`src/rtl/ram_arbiter.sv`:
```
// ram_arbiter: shares one ram1024x32 between NUM_REQ requesters.
// Round-robin grant that is held until the owner releases it or drops its
// request. A watchdog revokes over-long grants, and one dead GAP cycle
// separates consecutive owners.
//
// Ports:
//   clock_i, reset_i    system clock, asynchronous active-high reset
//   req_i               per-requester request, level-held for the transaction
//   release_i           per-requester end-of-transaction pulse
//   req_address_i       flattened 10-bit addresses, requester i at [10i+9:10i]
//   req_data_i          flattened 32-bit write data, requester i at [32i+31:32i]
//   req_wren_i          per-requester write enable
//   grant_o             registered grant, one-hot or zero
//   busy_o              high while any grant is held
//   timeout_flag_o      one-cycle pulse in the GAP after a watchdog revocation
//   ram_address_o, ram_data_o, ram_wren_o   owner's bundle, zero when ungranted
//   ram_clock_o         copy of clock_i
module ram_arbiter #(
  parameter int unsigned NUM_REQ    = 4,
  parameter int unsigned HOLD_LIMIT = 1024,
  parameter int unsigned CNT_W      = 11
) (
  input  logic                  clock_i,
  input  logic                  reset_i,
  input  logic [NUM_REQ-1:0]    req_i,
  input  logic [NUM_REQ-1:0]    release_i,
  input  logic [NUM_REQ*10-1:0] req_address_i,
  input  logic [NUM_REQ*32-1:0] req_data_i,
  input  logic [NUM_REQ-1:0]    req_wren_i,
  output logic [NUM_REQ-1:0]    grant_o,
  output logic                  busy_o,
  output logic                  timeout_flag_o,
  output logic [9:0]            ram_address_o,
  output logic                  ram_clock_o,
  output logic [31:0]           ram_data_o,
  output logic                  ram_wren_o
);

  localparam int unsigned ADDR_W = 10;
  localparam int unsigned DATA_W = 32;
  localparam int unsigned IDX_W  = (NUM_REQ > 1) ? $clog2(NUM_REQ) : 1;

  typedef enum logic [1:0] {
    IDLE    = 2'd0,
    GRANTED = 2'd1,
    GAP     = 2'd2
  } state_t;

  state_t               state_q;
  logic [NUM_REQ-1:0]   grant_q;
  logic                 busy_q;
  logic                 timeout_q;
  logic [IDX_W-1:0]     ptr_q;
  logic [IDX_W-1:0]     owner_q;
  logic [CNT_W-1:0]     cnt_q;

  logic                 pick_found;
  logic [IDX_W-1:0]     pick_idx;
  logic [NUM_REQ-1:0]   pick_onehot;
  logic                 own_release;
  logic                 own_req;
  logic                 wd_hit;
  logic                 exit_hit;
  logic [IDX_W-1:0]     ptr_after_owner;

  // Round-robin search: first set request starting at the pointer, wrapping.
  always_comb begin
    logic [IDX_W-1:0] cand;
    pick_found = 1'b0;
    pick_idx   = '0;
    cand       = '0;
    for (int unsigned k = 0; k < NUM_REQ; k++) begin
      cand = IDX_W'((32'(ptr_q) + k) % NUM_REQ);
      if (!pick_found && req_i[cand]) begin
        pick_found = 1'b1;
        pick_idx   = cand;
      end
    end
  end

  assign pick_onehot = NUM_REQ'(1) << pick_idx;

  // Owner exit conditions; the watchdog compare is disabled when HOLD_LIMIT is 0.
  assign own_release     = release_i[owner_q];
  assign own_req         = req_i[owner_q];
  assign wd_hit          = (HOLD_LIMIT != 0) && (cnt_q == CNT_W'(HOLD_LIMIT - 1));
  assign exit_hit        = own_release || !own_req || wd_hit;
  assign ptr_after_owner = (owner_q == IDX_W'(NUM_REQ - 1)) ? '0 : owner_q + IDX_W'(1);

  // Arbiter FSM with registered grant, busy and timeout flag.
  always_ff @(posedge clock_i or posedge reset_i) begin
    if (reset_i) begin
      state_q   <= IDLE;
      grant_q   <= '0;
      busy_q    <= 1'b0;
      timeout_q <= 1'b0;
      ptr_q     <= '0;
      owner_q   <= '0;
      cnt_q     <= '0;
    end else begin
      timeout_q <= 1'b0;
      case (state_q)
        IDLE, GAP: begin
          if (pick_found) begin
            state_q <= GRANTED;
            grant_q <= pick_onehot;
            busy_q  <= 1'b1;
            owner_q <= pick_idx;
            cnt_q   <= '0;
          end else begin
            state_q <= IDLE;
            grant_q <= '0;
            busy_q  <= 1'b0;
          end
        end
        GRANTED: begin
          if (exit_hit) begin
            state_q   <= GAP;
            grant_q   <= '0;
            busy_q    <= 1'b0;
            ptr_q     <= ptr_after_owner;
            // Flag only revocations caused purely by the watchdog.
            timeout_q <= wd_hit && !own_release && own_req;
          end else begin
            cnt_q <= cnt_q + CNT_W'(1);
          end
        end
        default: begin
          state_q <= IDLE;
          grant_q <= '0;
          busy_q  <= 1'b0;
        end
      endcase
    end
  end

  // RAM bundle follows the registered grant, so it is zero in IDLE/GAP and
  // clears immediately on reset.
  always_comb begin
    ram_address_o = '0;
    ram_data_o    = '0;
    ram_wren_o    = 1'b0;
    for (int unsigned i = 0; i < NUM_REQ; i++) begin
      if (grant_q[i]) begin
        ram_address_o = req_address_i[i*ADDR_W +: ADDR_W];
        ram_data_o    = req_data_i[i*DATA_W +: DATA_W];
        ram_wren_o    = req_wren_i[i];
      end
    end
  end

  assign grant_o        = grant_q;
  assign busy_o         = busy_q;
  assign timeout_flag_o = timeout_q;
  assign ram_clock_o    = clock_i;

endmodule

```
`config.mk`:
```
export PLATFORM = sky130hd
export DESIGN_NAME = ram_arbiter
export DESIGN_NICKNAME = d
export VERILOG_FILES = /design/src/rtl/ram_arbiter.sv
export SDC_FILE = /design/constraint.sdc
export NUM_CORES = 1
export LEC_CHECK = 0
export CAP_MARGIN = 20
export CORE_MARGIN = 4
export CORE_UTILIZATION = 34
export DETAILED_ROUTE_END_ITERATION = 12
export PLACE_DENSITY_LB_ADDON = 0.15
export RECOVER_POWER = 25
export SYNTH_ARGS = -nofsm -noshare
export SYNTH_HDL_FRONTEND = slang
export SYNTH_SLANG_ARGS = --single-unit
export TNS_END_PERCENT = 5
```
`constraint.sdc`:
```
create_clock -name clock_i -period 5.7 [get_ports clock_i]
set_input_delay 1.71 -clock clock_i [delete_from_list [all_inputs] [get_ports clock_i]]
set_output_delay 1.71 -clock clock_i [all_outputs]
set_load 0.01 [all_outputs]
```
==> results.yml <==
floorplanning:
  dieHeight_um: 93.60
  row_count: 30
  ios: 232
  die_w_um: 93.60
  die_area_sq_um: 8760
  core_sq_um: 6944
  initial_core_util: 0.3587
sta:
  slew_viol_final: 0
  setup_slack_ns: 0.4520
  relSlewSlack: 0.3671
  rsz0062_at_grt: "no"
  final-setup-viol-count: 0
  finalHoldViolCount: 0
  hold-worst-slack_ns: 0.5121
  setup_tns_ns: 0
  finClkSkew_ns: 0.005316
  worst_pin_slew_ns: 0.9494
power:
  ir_drop_v: 0.0004488
  power_mw: 1.911
  seqPwrFrac: 0.160
  power_frac_comb: 0.750
  p_per_area_nw_per_um2: 388.9
  switching_share: 0.4255
  power_frac_clock: 0.090
  p_leak_nw: 1.737
  internal_power_mw: 1.098
  p_sw_uw: 813.2
global_routing:
  grt_usage: 0.2643
  grt_start_max_net_pins: 67
  grt_pass1_vias: 3413
  grt.overflow.total: 0
  antenna_found_initial: 0
  grt_pass1_wl_um: 18260
synthesis:
  seq_area_frac_synth: 0.2310
  ys_ff_latch: 23
  synthCells: 323
  synth_edf_count: 0
  synth_area_sq_um: 2491
  synthFlopType: "dfrtp_1"
  yosysWarnings: 0
  netlist-cell-type-count: 40
  syn_avg_cell_area_sq_um: 7.713
  syn_nets: 507
  synthArstFlopShare: 1.000
finish:
  syn2layout_area_growth_pct: 97.29
  num-nets-final: 716
  drive_gt1_frac: 0.03766
  multiInputGateArea_sq_um: 1769
  regArea_sq_um: 578.1
  fin_area_sq_um: 4915
  fillers: 558
drt:
  drc: 0
  postRouteAntennaNets: 0
  routed_wl_um: 12570
  num_vias: 3514
  vias_per_cell: 5.596
  drtPass1Iterations: 5
  detail_route.wl_per_cell_um: 20.02
  drtIter0Drc: 132
place:
  place_hpwl_um: 9975
  placed_area_sq_um: 4825
  port_buffers: 231
  pre_cts_ws_ns: 0.6912
  place_congestion: 0.8443
clock_network:
  cts_tree: "yes"
  clk_pin_slew_ns: 0.07
  clkLatencyLatePin_ns: 0.37
  cts_resized: 0
  ctsHoldBuffers: 0
  cts_setup_buffers: 0
worst_hold_path:
  hp-class: "reg2reg"
  hold_path_depth: 1
setup_path:
  r2r_cells: 5
  cp.arrival_ns: 3.54
  critPathKind: "clk2out"
  start_kind: "clock port"
  worstPathRequired_ns: 3.99
  worstPathMaxFanout: 2
  endpoint_kind: "output pin"
status:
  outcome: "completed"
flow_run:
  drv.max_cap_violation_count: 0
==> layout by cell type, fill, tap and decap left out, types with 2 or more instances in the layout <==
cell type and n:
nand2_1 54, and3_1 3, a22o_1 2, a21oi_1 5, clkdlybuf4s50_1 229, a21o_1 2, o31ai_1 47, clkbuf_8 6
nor4_1 5, nor2_1 4, nand4b_1 2, inv_1 4, nand3_1 5, mux2i_1 7, or4_1 3, o21ai_0 3
o2bb2ai_1 2, dfrtp_2 2, dfrtp_1 21, dlygate4sd3_1 2, mux2_2 2, a221oi_1 43, buf_4 4, nand2b_1 10
ha_1 2, nor2b_1 44
==> power by group through the flow <==
stage | clock network [mW] | logic [mW] | registers (mW)
after detailed placement | 0.0178 | 1.43 | 0.307
after floorplan | 0.0145 | 0.755 | 0.239
after global placement | 0.0178 | 1.41 | 0.305
after CTS | 0.175 | 1.44 | 0.305
final | 0.171 | 1.43 | 0.306
after global routing | 0.187 | 1.54 | 0.322
==> state kept, by name, summed over array words and instances, names as in the netlist <==
name	flops
ptr_q	2
cnt_q	11
timeout_flag_o	1
grant_o	4
owner_q	2
state_q	2
busy_o	1
==> critical path, cell delays in order <==
cell and delay (ns):
clkbuf_8 0.11, clkbuf_8 0.12, clkdlybuf4s50_1 0.46
==> kinds of logic (layout without fill, tap and decap cells) <==
| kind of cell | Yosys count | in the layout | share of synthesized area |
|---|---|---|---|
| simple gates | 138 | 138 | 0.2968 |
| compound gates | 112 | 112 | 0.3561 |
| buf+inv | 38 | 246 | 0.05977 |
| flops | 23 | 23 | 0.2310 |
| mux | 10 | 10 | 0.04621 |
| fa+ha+maj | 2 | 2 | 0.01004 |
| other cells | 0 | 1 | 0 |
==> path summary, 6_finish.rpt <==
check                              endpoint  slack (ns)      from
worst max register to register     ptr_q[0]        3.60  cnt_q[0]
min in group asynchronous          cnt_q[3]        1.94   reset_i
worst max-delay path            ram_clock_o        0.45   clock_i
worst min register to register       busy_o        0.51    busy_o
max in group asynchronous        grant_o[2]        3.18   reset_i
worst min-delay path                 busy_o        0.51    busy_o
==> cells in the mapped netlist (2+ instances only) <==
master | n | area (sq um)
a21o_1 | 2 | 15.01
a21oi_1 | 5 | 25.02
a221oi_1 | 43 | 376.6
a22o_1 | 2 | 17.52
and3_1 | 3 | 18.77
buf_2 | 2 | 10.01
clkbuf_1 | 31 | 116.4
dfrtp_1 | 23 | 575.6
ha_1 | 2 | 25.02
inv_1 | 4 | 15.01
mux2_2 | 2 | 22.52
mux2i_1 | 7 | 70.07
nand2_1 | 54 | 202.7
nand2b_1 | 10 | 62.56
nand3_1 | 5 | 25.02
nand4b_1 | 2 | 17.52
nor2_1 | 4 | 15.01
nor2b_1 | 45 | 281.5
nor4_1 | 5 | 31.28
o21ai_0 | 3 | 15.01
o2bb2ai_1 | 2 | 17.52
o31ai_1 | 47 | 352.8
or4_1 | 3 | 22.52
==> layer usage <==
metal	wire length, um	global-route usage	up-vias
li1	-	-	1662
met4	241	0.06859	0
met3	1312	0.09332	17
met1	4688	0.3091	1664
met5	0	0	-
met2	6330	0.4580	171
==> stage by stage <==
stage               utilization  std cells
global route             0.7074        627
detailed placement       0.6948        620
floorplan                     -        323
CTS                      0.7074        627
global placement         0.6948        620
finish                   0.7077        628
==> cell type report <==
type	instances	area share
clock buffers	7	0.01884
multi-input cells	262	0.3600
diodes	1	0.0005092
flip-flops and latches	23	0.1176
inverters	4	0.003055
clock inverters	1	0.001018
repair buffers	234	0.4745
well taps	96	0.02444
Power figures use the tool's default switching activity.
